==> src/rtl/somador_serial_ctrl_if.sv <==
// Handshake/operand bundle for the serial nibble adder.
// The requester drives start/operands; the adder returns status and result.
interface somador_serial_ctrl_if #(
    parameter int WIDTH = 16
);
    logic             start;
    logic [WIDTH-1:0] a;
    logic [WIDTH-1:0] b;
    logic             cin;
    logic             busy;
    logic             done;
    logic [WIDTH-1:0] sum;
    logic             cout;

    modport master (
        output start, a, b, cin,
        input  busy, done, sum, cout
    );

    modport slave (
        input  start, a, b, cin,
        output busy, done, sum, cout
    );
endinterface

==> src/rtl/somador_serial_ctrl.sv <==
// Serial WIDTH-bit adder: one shared 4-bit ripple adder processes one nibble
// per clock, LSB first, with carry fed back through a register.
module somador_serial_ctrl #(
    parameter int WIDTH = 16
) (
    input  logic                 clk,
    input  logic                 rst,
    somador_serial_ctrl_if.slave bus
);
    localparam int NIB  = WIDTH / 4;
    localparam int IDXW = (NIB > 1) ? $clog2(NIB) : 1;

    typedef enum logic [1:0] {
        IDLE = 2'd0,
        RUN  = 2'd1,
        DONE = 2'd2
    } state_t;

    typedef logic [NIB-1:0][3:0] nib_vec_t;

    state_t          state_q, state_d;
    logic [IDXW-1:0] idx_q,   idx_d;
    logic            carry_q, carry_d;
    nib_vec_t        a_q,     a_d;
    nib_vec_t        b_q,     b_d;
    nib_vec_t        sum_q,   sum_d;
    logic            cout_q,  cout_d;

    logic [3:0] add_sum;
    logic       add_cout;
    logic       last_nib;

    // One full-adder cell; returns {carry_out, sum}.
    function automatic logic [1:0] full_add(input logic x, input logic y, input logic ci);
        return {(x & y) | (ci & (x ^ y)), x ^ y ^ ci};
    endfunction

    // Four cells chained LSB to MSB; the carry ripples through a local variable.
    always_comb begin
        logic       c;
        logic [1:0] fa;
        c       = carry_q;
        add_sum = '0;
        for (int i = 0; i < 4; i++) begin
            fa         = full_add(a_q[idx_q][i], b_q[idx_q][i], c);
            add_sum[i] = fa[0];
            c          = fa[1];
        end
        add_cout = c;
    end

    assign last_nib = (idx_q == IDXW'(NIB - 1));

    // NOTE: every variable gets its hold value first, so no path through the
    // case statement can leave one unassigned and infer a latch.
    always_comb begin
        state_d = state_q;
        idx_d   = idx_q;
        carry_d = carry_q;
        a_d     = a_q;
        b_d     = b_q;
        sum_d   = sum_q;
        cout_d  = cout_q;
        unique case (state_q)
            IDLE: begin
                if (bus.start) begin
                    a_d     = bus.a;
                    b_d     = bus.b;
                    carry_d = bus.cin;
                    sum_d   = '0;
                    idx_d   = '0;
                    state_d = RUN;
                end
            end
            RUN: begin
                sum_d[idx_q] = add_sum;
                carry_d      = add_cout;
                if (last_nib) begin
                    cout_d  = add_cout;
                    state_d = DONE;
                end else begin
                    idx_d = idx_q + 1'b1;
                end
            end
            DONE:    state_d = IDLE;
            default: state_d = IDLE;
        endcase
    end

    // NOTE: sequential state uses non-blocking assignments so every flop samples
    // pre-edge values regardless of statement order. The operand registers are
    // plain flops rather than a RAM, so resetting them along with the rest is
    // cheap and keeps the post-reset state fully defined.
    always_ff @(posedge clk) begin
        if (rst) begin
            state_q <= IDLE;
            idx_q   <= '0;
            carry_q <= 1'b0;
            a_q     <= '0;
            b_q     <= '0;
            sum_q   <= '0;
            cout_q  <= 1'b0;
        end else begin
            state_q <= state_d;
            idx_q   <= idx_d;
            carry_q <= carry_d;
            a_q     <= a_d;
            b_q     <= b_d;
            sum_q   <= sum_d;
            cout_q  <= cout_d;
        end
    end

    assign bus.busy = (state_q == RUN);
    assign bus.done = (state_q == DONE);
    assign bus.sum  = sum_q;
    assign bus.cout = cout_q;

endmodule
==> src/flat_wrapper.sv <==
// flat-port wrapper written by rule: the top's interface ports become plain ports
module somador_serial_ctrl_flat 
#(
    parameter int WIDTH = 16
)
  (clk, rst, bus_start, bus_a, bus_b, bus_cin, bus_busy, bus_done, bus_sum, bus_cout);
  somador_serial_ctrl_if #(.WIDTH(WIDTH)) bus_i ();
  input  logic clk;
  input  logic rst;
  input wire logic [$bits(bus_i.start)-1:0] bus_start;
  input wire logic [$bits(bus_i.a)-1:0] bus_a;
  input wire logic [$bits(bus_i.b)-1:0] bus_b;
  input wire logic [$bits(bus_i.cin)-1:0] bus_cin;
  output wire logic [$bits(bus_i.busy)-1:0] bus_busy;
  output wire logic [$bits(bus_i.done)-1:0] bus_done;
  output wire logic [$bits(bus_i.sum)-1:0] bus_sum;
  output wire logic [$bits(bus_i.cout)-1:0] bus_cout;
  assign bus_i.start = bus_start;
  assign bus_i.a = bus_a;
  assign bus_i.b = bus_b;
  assign bus_i.cin = bus_cin;
  assign bus_busy = bus_i.busy;
  assign bus_done = bus_i.done;
  assign bus_sum = bus_i.sum;
  assign bus_cout = bus_i.cout;
  somador_serial_ctrl #(.WIDTH(WIDTH)) u_core (.clk(clk), .rst(rst), .bus(bus_i));
endmodule
==> config.mk <==
export PLATFORM = sky130hd
export DESIGN_NAME = somador_serial_ctrl_flat
export DESIGN_NICKNAME = d
export VERILOG_FILES = /design/src/rtl/somador_serial_ctrl_if.sv /design/src/rtl/somador_serial_ctrl.sv /design/src/flat_wrapper.sv
export SDC_FILE = /design/constraint.sdc
export NUM_CORES = 1
export LEC_CHECK = 0
export CORE_MARGIN = 2
export CORE_UTILIZATION = 49
export DETAILED_ROUTE_END_ITERATION = 8
export PLACE_DENSITY_LB_ADDON = 0.2
export SYNTH_ARGS = -nofsm -noshare
export SYNTH_HDL_FRONTEND = slang
export SYNTH_SLANG_ARGS = --single-unit
==> constraint.sdc <==
create_clock -name clk -period 3.4 [get_ports clk]
set_clock_uncertainty 0.15 [all_clocks]
set_input_delay 0.51 -clock clk [delete_from_list [all_inputs] [get_ports clk]]
set_output_delay 0.51 -clock clk [all_outputs]
set_load 0.05 [all_outputs]
Word level (Yosys, flattened, before mapping)
Cells that the tools add are included. Widths: inputs -> output; s select.

$add $sub $neg: 1. Order comparisons: 2. Equal/unequal tests: 6. Multiplexer cells: 17. Bitwise gates (word level): 20. Reduce and logical (&&, ||, !) cells: 8.

Operators by type and width (count): $pmux 16 s2 (1); $bmux 4 s2 (2); $bwmux 16 (1); $mux 16 (1); $mux 4 (3); $and 1x1->1 (8); $demux 4 s2 (1); $mux 2 (4); $pmux 2 s2 (2); $reduce_and 2->1 (4); $xor 1x1->1 (8); $eq 2x2->1 const B (2); $ne 2x2->1 const B (2); $or 1x1->1 (4); $lt 2x3->1 const B (1); $reduce_and 3->1 (1); $add 2x1->2 const B (1); $eq 2x1->1 const B (1); $ge 2x1->1 const B (1); $logic_not 2->1 (1); $ne 2x1->1 const B (1); $pmux 1 s2 (1); $reduce_bool 2->1 (1); $logic_and 1x1->1 (1); $mux 1 (1).

Register bits: 54. Input bits: 36. Output and inout bits: 19. Word-level logic and storage cells: 70.

Logic depth before layout (Yosys ltp)
Gate-level depths: netlist of run 1.

Word-level depth: 12. Mapped depth: 12. Depth with buffers taken out: 11.

Worst setup path before layout of run 1
OpenSTA, ideal clock, no wires.

Path type: reg2reg. From: register u_core.idx_q[0]. To: register u_core.sum_q, in the netlist u_core.bus.sum[15]. Setup time: 0.130 ns. Arrival: 2.623 ns. Required time: 3.120 ns. Slack: 0.497 ns. Cell stages (with the launch flop): 13. Buffers on the path: 1. Clock period less this slack: 2.903 ns. Cell sequence: dfxtp_1 > buf_2 > mux4_2 > inv_1 > fa_1 > inv_1 > fa_1 > inv_1 > fa_1 > inv_1 > fa_1 > nand2_1 > o32ai_2.

Cells in the longest elaborated chain, start to end: 12. Elaborated cells on any way between the ends: 25. Classes of those cells: order compare: 2; mux: 8; bitwise: 14; reduce/logical: 1.

Ends and longest elaborated chain: from (decl) (line somador_serial_ctrl.sv:22) `logic [IDXW-1:0] idx_q, idx_d;`; from (signal assigned) (line somador_serial_ctrl.sv:105) `idx_q <= idx_d;`; $bmux 4 s2 (line somador_serial_ctrl.sv:45) `fa = full_add(a_q[idx_q][i], b_q[idx_q][i], c);`; $mux 4 (implied by the code) (line somador_serial_ctrl.sv:45); $xor 1x1->1 (line somador_serial_ctrl.sv:35) `return {(x & y) | (ci & (x ^ y)), x ^ y ^ ci};`; $and 1x1->1 (line somador_serial_ctrl.sv:35); $or 1x1->1 (line somador_serial_ctrl.sv:35); $and 1x1->1 (line somador_serial_ctrl.sv:35); $or 1x1->1 (line somador_serial_ctrl.sv:35); $and 1x1->1 (line somador_serial_ctrl.sv:35); $or 1x1->1 (line somador_serial_ctrl.sv:35); $xor 1x1->1 (line somador_serial_ctrl.sv:35); $bwmux 16 * (line somador_serial_ctrl.sv:76) `sum_d[idx_q] = add_sum;`; $pmux 16 s2 * (line somador_serial_ctrl.sv:64) `unique case (state_q)`; to (signal assigned) (line somador_serial_ctrl.sv:109) `sum_q <= sum_d;`; to (decl) (line somador_serial_ctrl.sv:26) `nib_vec_t sum_q, sum_d;`.

Every way passes the cells marked *; elsewhere a longest branch is shown, timed or not. The select of a mux whose other input is x is not followed. A chain may end at the register's enable or synchronous reset.

Final worst setup path of run 1
Same ends and word-level chain as after synthesis.

==> flow_summary.json, run 1 <==
{
  "ir_worst_vdd_mv": 0.251,
  "ys_types": 25,
  "rsz0062_at_grt": "no",
  "syn_nets": 305,
  "crit_arrival_ps": 2970,
  "grt_overflow": 0,
  "power_leakage_nw": 1.07,
  "clock-sinks": 54,
  "port_buffers": 54,
  "synth_top_cells_by_count": "nand2_1, dfxtp_1, a21oi_1",
  "hold_end": "u_core.b_q[14]",
  "layout-drive-gt1-share_pct": 9.32,
  "num_io_pins": 55,
  "grt_pass1_vias": 1765,
  "cts-resized-gates": 0,
  "grt_pass1_wl_um": 7990,
  "die_y_um": 73.4,
  "required_ps": 3400,
  "cap_viol_max_count": 0,
  "drtAntennaViolNets": 0,
  "worstHoldPathType": "reg2reg",
  "instances_no_fill": 365,
  "period_share_pct": 87.1,
  "whs_ps": 307,
  "synthCells": 261,
  "start_util_pct": 50.2,
  "netlist_area_um2": 2360,
  "layout_min_cycle_time_ps": 2960,
  "worstReg2RegStart": "u_core.idx_q[0]",
  "synth_edf_count": 0,
  "async_flop_share_pct": 0,
  "synth_top_area_cell": "dfxtp_1",
  "antennaDiodeCount": 0,
  "drcViolationCount": 0,
  "path_class": "reg2reg",
  "ctsHoldBuffers": 0,
  "grt_max_degree": 41,
  "viasPerCell": 5.27,
  "htreeDepth": 2,
  "final_nets": 354,
  "dr.pass1.iters": 4,
  "setup-violations-final": 0,
  "rr_endpoint": "u_core.bus.sum[15]",
  "antenna_found_initial": 0,
  "fmaxAchievable_mhz": 338,
  "cp-start-kind": "flop",
  "dieArea_um2": 5380,
  "rr_worst_depth": 11,
  "avgSynthCellArea_um2": 9.03,
  "stdcell_area_um2": 3040,
  "drv_slew": 0,
  "synth_top_cell_area_share_pct": 45.9,
  "die_w_um": 73.4,
  "root_buffer": "clkbuf_8",
  "first_iter_violations": 88,
  "status": "finished, final reports clean",
  "place_area_um2": 2930,
  "cts_setup_buffers": 0,
  "ys_top_cells_by_area": "dfxtp_1, nand2_1, a21oi_1",
  "wl_per_cell_um": 13.3,
  "clk_pin_slew_worst_paths_ps": 90,
  "min_from": "u_core.b_q[14]",
  "dp_hpwl_um": 3540,
  "cp-end-kind": "flop",
  "synth-seq-area-share_pct": 45.9,
  "cts_tree": "done",
  "max-slew-margin-rel_pct": 49.0,
  "routabilityCongestion": 0.776,
  "routed_wl_um": 4860,
  "cp_max_fo": 7,
  "cts_buffers": 5,
  "ys.flop_type": "dfxtp_1",
  "ys_seq_elements": 54,
  "tns_ps": 0,
  "track_usage_pct": 19.0,
  "area_growth_pct": 29.0,
  "power_density_nw_per_um2": 426,
  "r2r_slack_ps": 440,
  "min_path_cells": 2,
  "yosys_warnings": 0,
  "yosysMostFrequentCell": "nand2_1",
  "worst_pin_slew_ps": 765,
  "placed_cells": 357,
  "core_area_um2": 4690,
  "vias": 1924,
  "cts_buffer_depth": 2,
  "hold_violations": 0,
  "clk_latency_ps": 290,
  "num_rows": 25
}
==> kinds of logic (layout without fill, tap and decap cells) <==
kind of cell               after synthesis  after routing  share of synthesized area [%]
muxes                                    8              8                           7.64
AOI/OAI and AO/OA                       57             57                           16.6
and+or+nand+nor                         93             93                           17.6
DFF                                     54             54                           45.9
adders and majority gates                8              8                           5.52
buffers and inverters                   41             91                           6.79
==> power breakdown <==
part           leakage [nW]  switching (mW)  internal (mW)
logic                 0.572           0.112          0.102
clock network        0.0575           0.193          0.206
registers             0.441          0.0209          0.662
==> flip-flops by register name (all words and copies together), names as in the netlist <==
name,count
u_core.bus.sum,16
u_core.bus.cout,1
u_core.carry_q,1
u_core.idx_q,2
u_core.b_q,16
u_core.state_q,2
u_core.a_q,16
==> worst max-delay path by stage <==
| stage | endpoint | startpoint | slack (ps) | depth (start not counted) |
|---|---|---|---|---|
| after floorplan | u_core.bus.sum[15] | u_core.idx_q[0] | 500 | 12 |
| after global placement | u_core.bus.sum[7] | u_core.idx_q[0] | 500 | 9 |
| after detailed placement | u_core.bus.sum[7] | u_core.idx_q[0] | 420 | 11 |
| after CTS | u_core.bus.sum[7] | u_core.idx_q[0] | 420 | 11 |
| after global routing | u_core.bus.sum[7] | u_core.idx_q[0] | 250 | 11 |
| final | u_core.bus.sum[15] | u_core.idx_q[0] | 440 | 11 |
==> stage by stage <==
step                worst slack, ps  power [mW]  util [%]
global route                    254        1.35      64.8
finish                          439        1.30      64.8
floorplan                       497       0.829         -
detailed placement              422       0.913      62.5
CTS                             415        1.31      64.8
global placement                502       0.907      62.5
==> cell usage in the layout (no fill, tap or decap), types with 2 or more instances in the layout <==
cell type / synthesis / layout
nand2b_1: 11 / 11
a21oi_1: 36 / 36
clkdlybuf4s50_1: 0 / 53
o32ai_1: 12 / 12
clkbuf_8: 0 / 8
nand2_1: 70 / 70
inv_1: 24 / 24
buf_4: 0 / 4
nand3_1: 3 / 3
ha_1: 4 / 4
nand3b_1: 2 / 2
o21a_1: 3 / 3
mux4_2: 8 / 8
o32ai_2: 4 / 4
nor2_1: 2 / 2
dfxtp_1: 54 / 54
fa_1: 4 / 4
==> critical path: stages, from the launching register on <==
cell and delay (ps):
dfxtp_1 510, mux4_2 540, inv_1 80, fa_1 170, inv_1 50, fa_1 350, inv_1 80, fa_1 160
inv_1 50, fa_1 450, nand2_1 130, o32ai_2 90
==> metal layers <==
| layer | GRT usage [%] | up-vias | wire length [µm] |
|---|---|---|---|
| met4 | 4.85 | 0 | 46 |
| met5 | 0 | - | 0 |
| met2 | 32.2 | 52 | 2360 |
| li1 | - | 970 | - |
| met1 | 24.6 | 898 | 2230 |
| met3 | 4.12 | 4 | 218 |
==> layout make-up <==
class | count | area [µm²]
multi-input cells | 166 | 1120
repair buffers | 58 | 566
well taps | 54 | 67.6
flip-flops and latches | 54 | 1080
inverters | 25 | 93.8
fillers | 414 | 1650
clock buffers | 8 | 110
Power figures use the tool's default switching activity.
==> run 2: changes to the inputs <==
--- a/config.mk
+++ b/config.mk
@@ -8,7 +8,7 @@
 export CORE_MARGIN = 2
 export CORE_UTILIZATION = 49
 export DETAILED_ROUTE_END_ITERATION = 8
-export PLACE_DENSITY_LB_ADDON = 0.2
+export PLACE_DENSITY = 0.79
 export SYNTH_ARGS = -nofsm -noshare
 export SYNTH_HDL_FRONTEND = slang
 export SYNTH_SLANG_ARGS = --single-unit
==> run 2 against run 1 <==
Power is 1.9% higher. Utilization stayed put. Flip-flop and latch count unchanged. Highest routed layer unchanged.
==> flow_summary.json, run 2 (synthesized netlist as in run 1, its figures left out) <==
{
  "ir_worst_vdd_mv": 0.218,
  "antennaDiodeCount": 0,
  "clk_latency_ps": 310,
  "track_usage_pct": 19.6,
  "grt_pass1_wl_um": 8110,
  "routabilityCongestion": 0.773,
  "power_density_nw_per_um2": 434,
  "worstReg2RegStart": "u_core.idx_q[0]",
  "rsz0062_at_grt": "no",
  "fmaxAchievable_mhz": 341,
  "dieArea_um2": 5380,
  "crit_arrival_ps": 3000,
  "tns_ps": 0,
  "cts_buffer_depth": 2,
  "final_nets": 354,
  "final_common_cell": "nand2_1",
  "cts_buffers": 5,
  "ctsHoldBuffers": 0,
  "cts_setup_buffers": 0,
  "final_util_pct": 64.8,
  "drcViolationCount": 0,
  "grt_max_degree": 36,
  "dr.pass1.iters": 4,
  "vias": 1910,
  "num_io_pins": 55,
  "grt_pass1_vias": 1811,
  "grt_overflow": 0,
  "layout-drive-gt1-share_pct": 9.00,
  "root_buffer": "clkbuf_8",
  "worstHoldPathType": "reg2reg",
  "min_from": "u_core.b_q[14]",
  "max-slew-margin-rel_pct": 54.6,
  "clock-sinks": 54,
  "drtAntennaViolNets": 0,
  "die_w_um": 73.4,
  "path_class": "reg2reg",
  "required_ps": 3460,
  "core_area_um2": 4690,
  "cp-end-kind": "flop",
  "cap_viol_max_count": 0,
  "cp-start-kind": "flop",
  "clk_pin_slew_worst_paths_ps": 90,
  "num_rows": 25,
  "period_share_pct": 86.3,
  "first_iter_violations": 97,
  "start_util_pct": 50.2,
  "antenna_found_initial": 0,
  "routed_wl_um": 4950,
  "critPathLaunch": "u_core.idx_q[0]",
  "wl_per_cell_um": 13.6,
  "stdcell_area_um2": 3040,
  "cts_tree": "done",
  "die_y_um": 73.4,
  "viasPerCell": 5.23,
  "cp_max_fo": 5,
  "cts-resized-gates": 0,
  "place_area_um2": 2930,
  "status": "finished, final reports clean",
  "htreeDepth": 2,
  "area_growth_pct": 29.0,
  "hold_violations": 0,
  "setup-violations-final": 0,
  "whs_ps": 311,
  "port_buffers": 54,
  "power_mw": 1.32,
  "power_leakage_nw": 1.06,
  "fillers": 409,
  "dp_hpwl_um": 3700,
  "layout_common_cells": "nand2_1, dfxtp_1, clkdlybuf4s50_1, a21oi_1, inv_1",
  "worst_pin_slew_ps": 681,
  "layout_min_cycle_time_ps": 2930,
  "drv_slew": 0
}
==> run 2: cell type report <==
class	instances	area [µm²]	share of cell area, %
Sequential cell	54	1080	35.6
Clock inverter	2	37.5	1.23
Clock buffer	6	72.6	2.39
Tap cell	54	67.6	2.22
Timing Repair Buffer	58	566	18.6
Multi-Input combinational cell	166	1120	36.9
Inverter	25	93.8	3.09
==> run 2: path summary, 6_finish.rpt <==
kind,to,slack (ps),depth (start not counted)
max,u_core.bus.sum[11],470,11
min,u_core.b_q[14],310,2
max reg2reg,u_core.bus.sum[11],470,11
min reg2reg,u_core.b_q[14],310,2
==> run 2: critical path: stages, from the launching register on <==
cell,delay (ps)
dfxtp_1,480
mux4_2,540
inv_1,90
fa_1,160
inv_1,50
fa_1,360
inv_1,70
fa_1,150
inv_1,50
fa_1,500
nand2_1,110
o32ai_1,120
==> run 2: where the power goes <==
group / leakage [nW] / internal, mW / switching (mW) / total [mW]
logic: 0.572 / 0.102 / 0.113 / 0.215
clock network: 0.0514 / 0.220 / 0.203 / 0.423
registers: 0.441 / 0.662 / 0.0204 / 0.682
total: 1.06 / 0.984 / 0.336 / 1.32
==> run 2: layer usage <==
layer / GRT usage (%) / routed length (µm) / vias to the layer above
li1: - / - / 973
met1: 24.3 / 2210 / 873
met2: 33.5 / 2440 / 56
met3: 3.43 / 186 / 8
met4: 8.69 / 117 / 0
met5: 0 / 0 / -
==> run 2: through the flow <==
stage	setup WS (ps)	std cells
after global routing	246	365
after CTS	443	365
after floorplan	497	261
after global placement	543	357
final	467	365
after detailed placement	498	357
==> run 3: changes to the inputs <==
--- a/config.mk
+++ b/config.mk
@@ -5,6 +5,7 @@
 export SDC_FILE = /design/constraint.sdc
 export NUM_CORES = 1
 export LEC_CHECK = 0
+export CAP_MARGIN = 20
 export CORE_MARGIN = 2
 export CORE_UTILIZATION = 49
 export DETAILED_ROUTE_END_ITERATION = 8
==> results of run 3 <==
No change in the layout: final DEF, timing and power equal those of run 2.
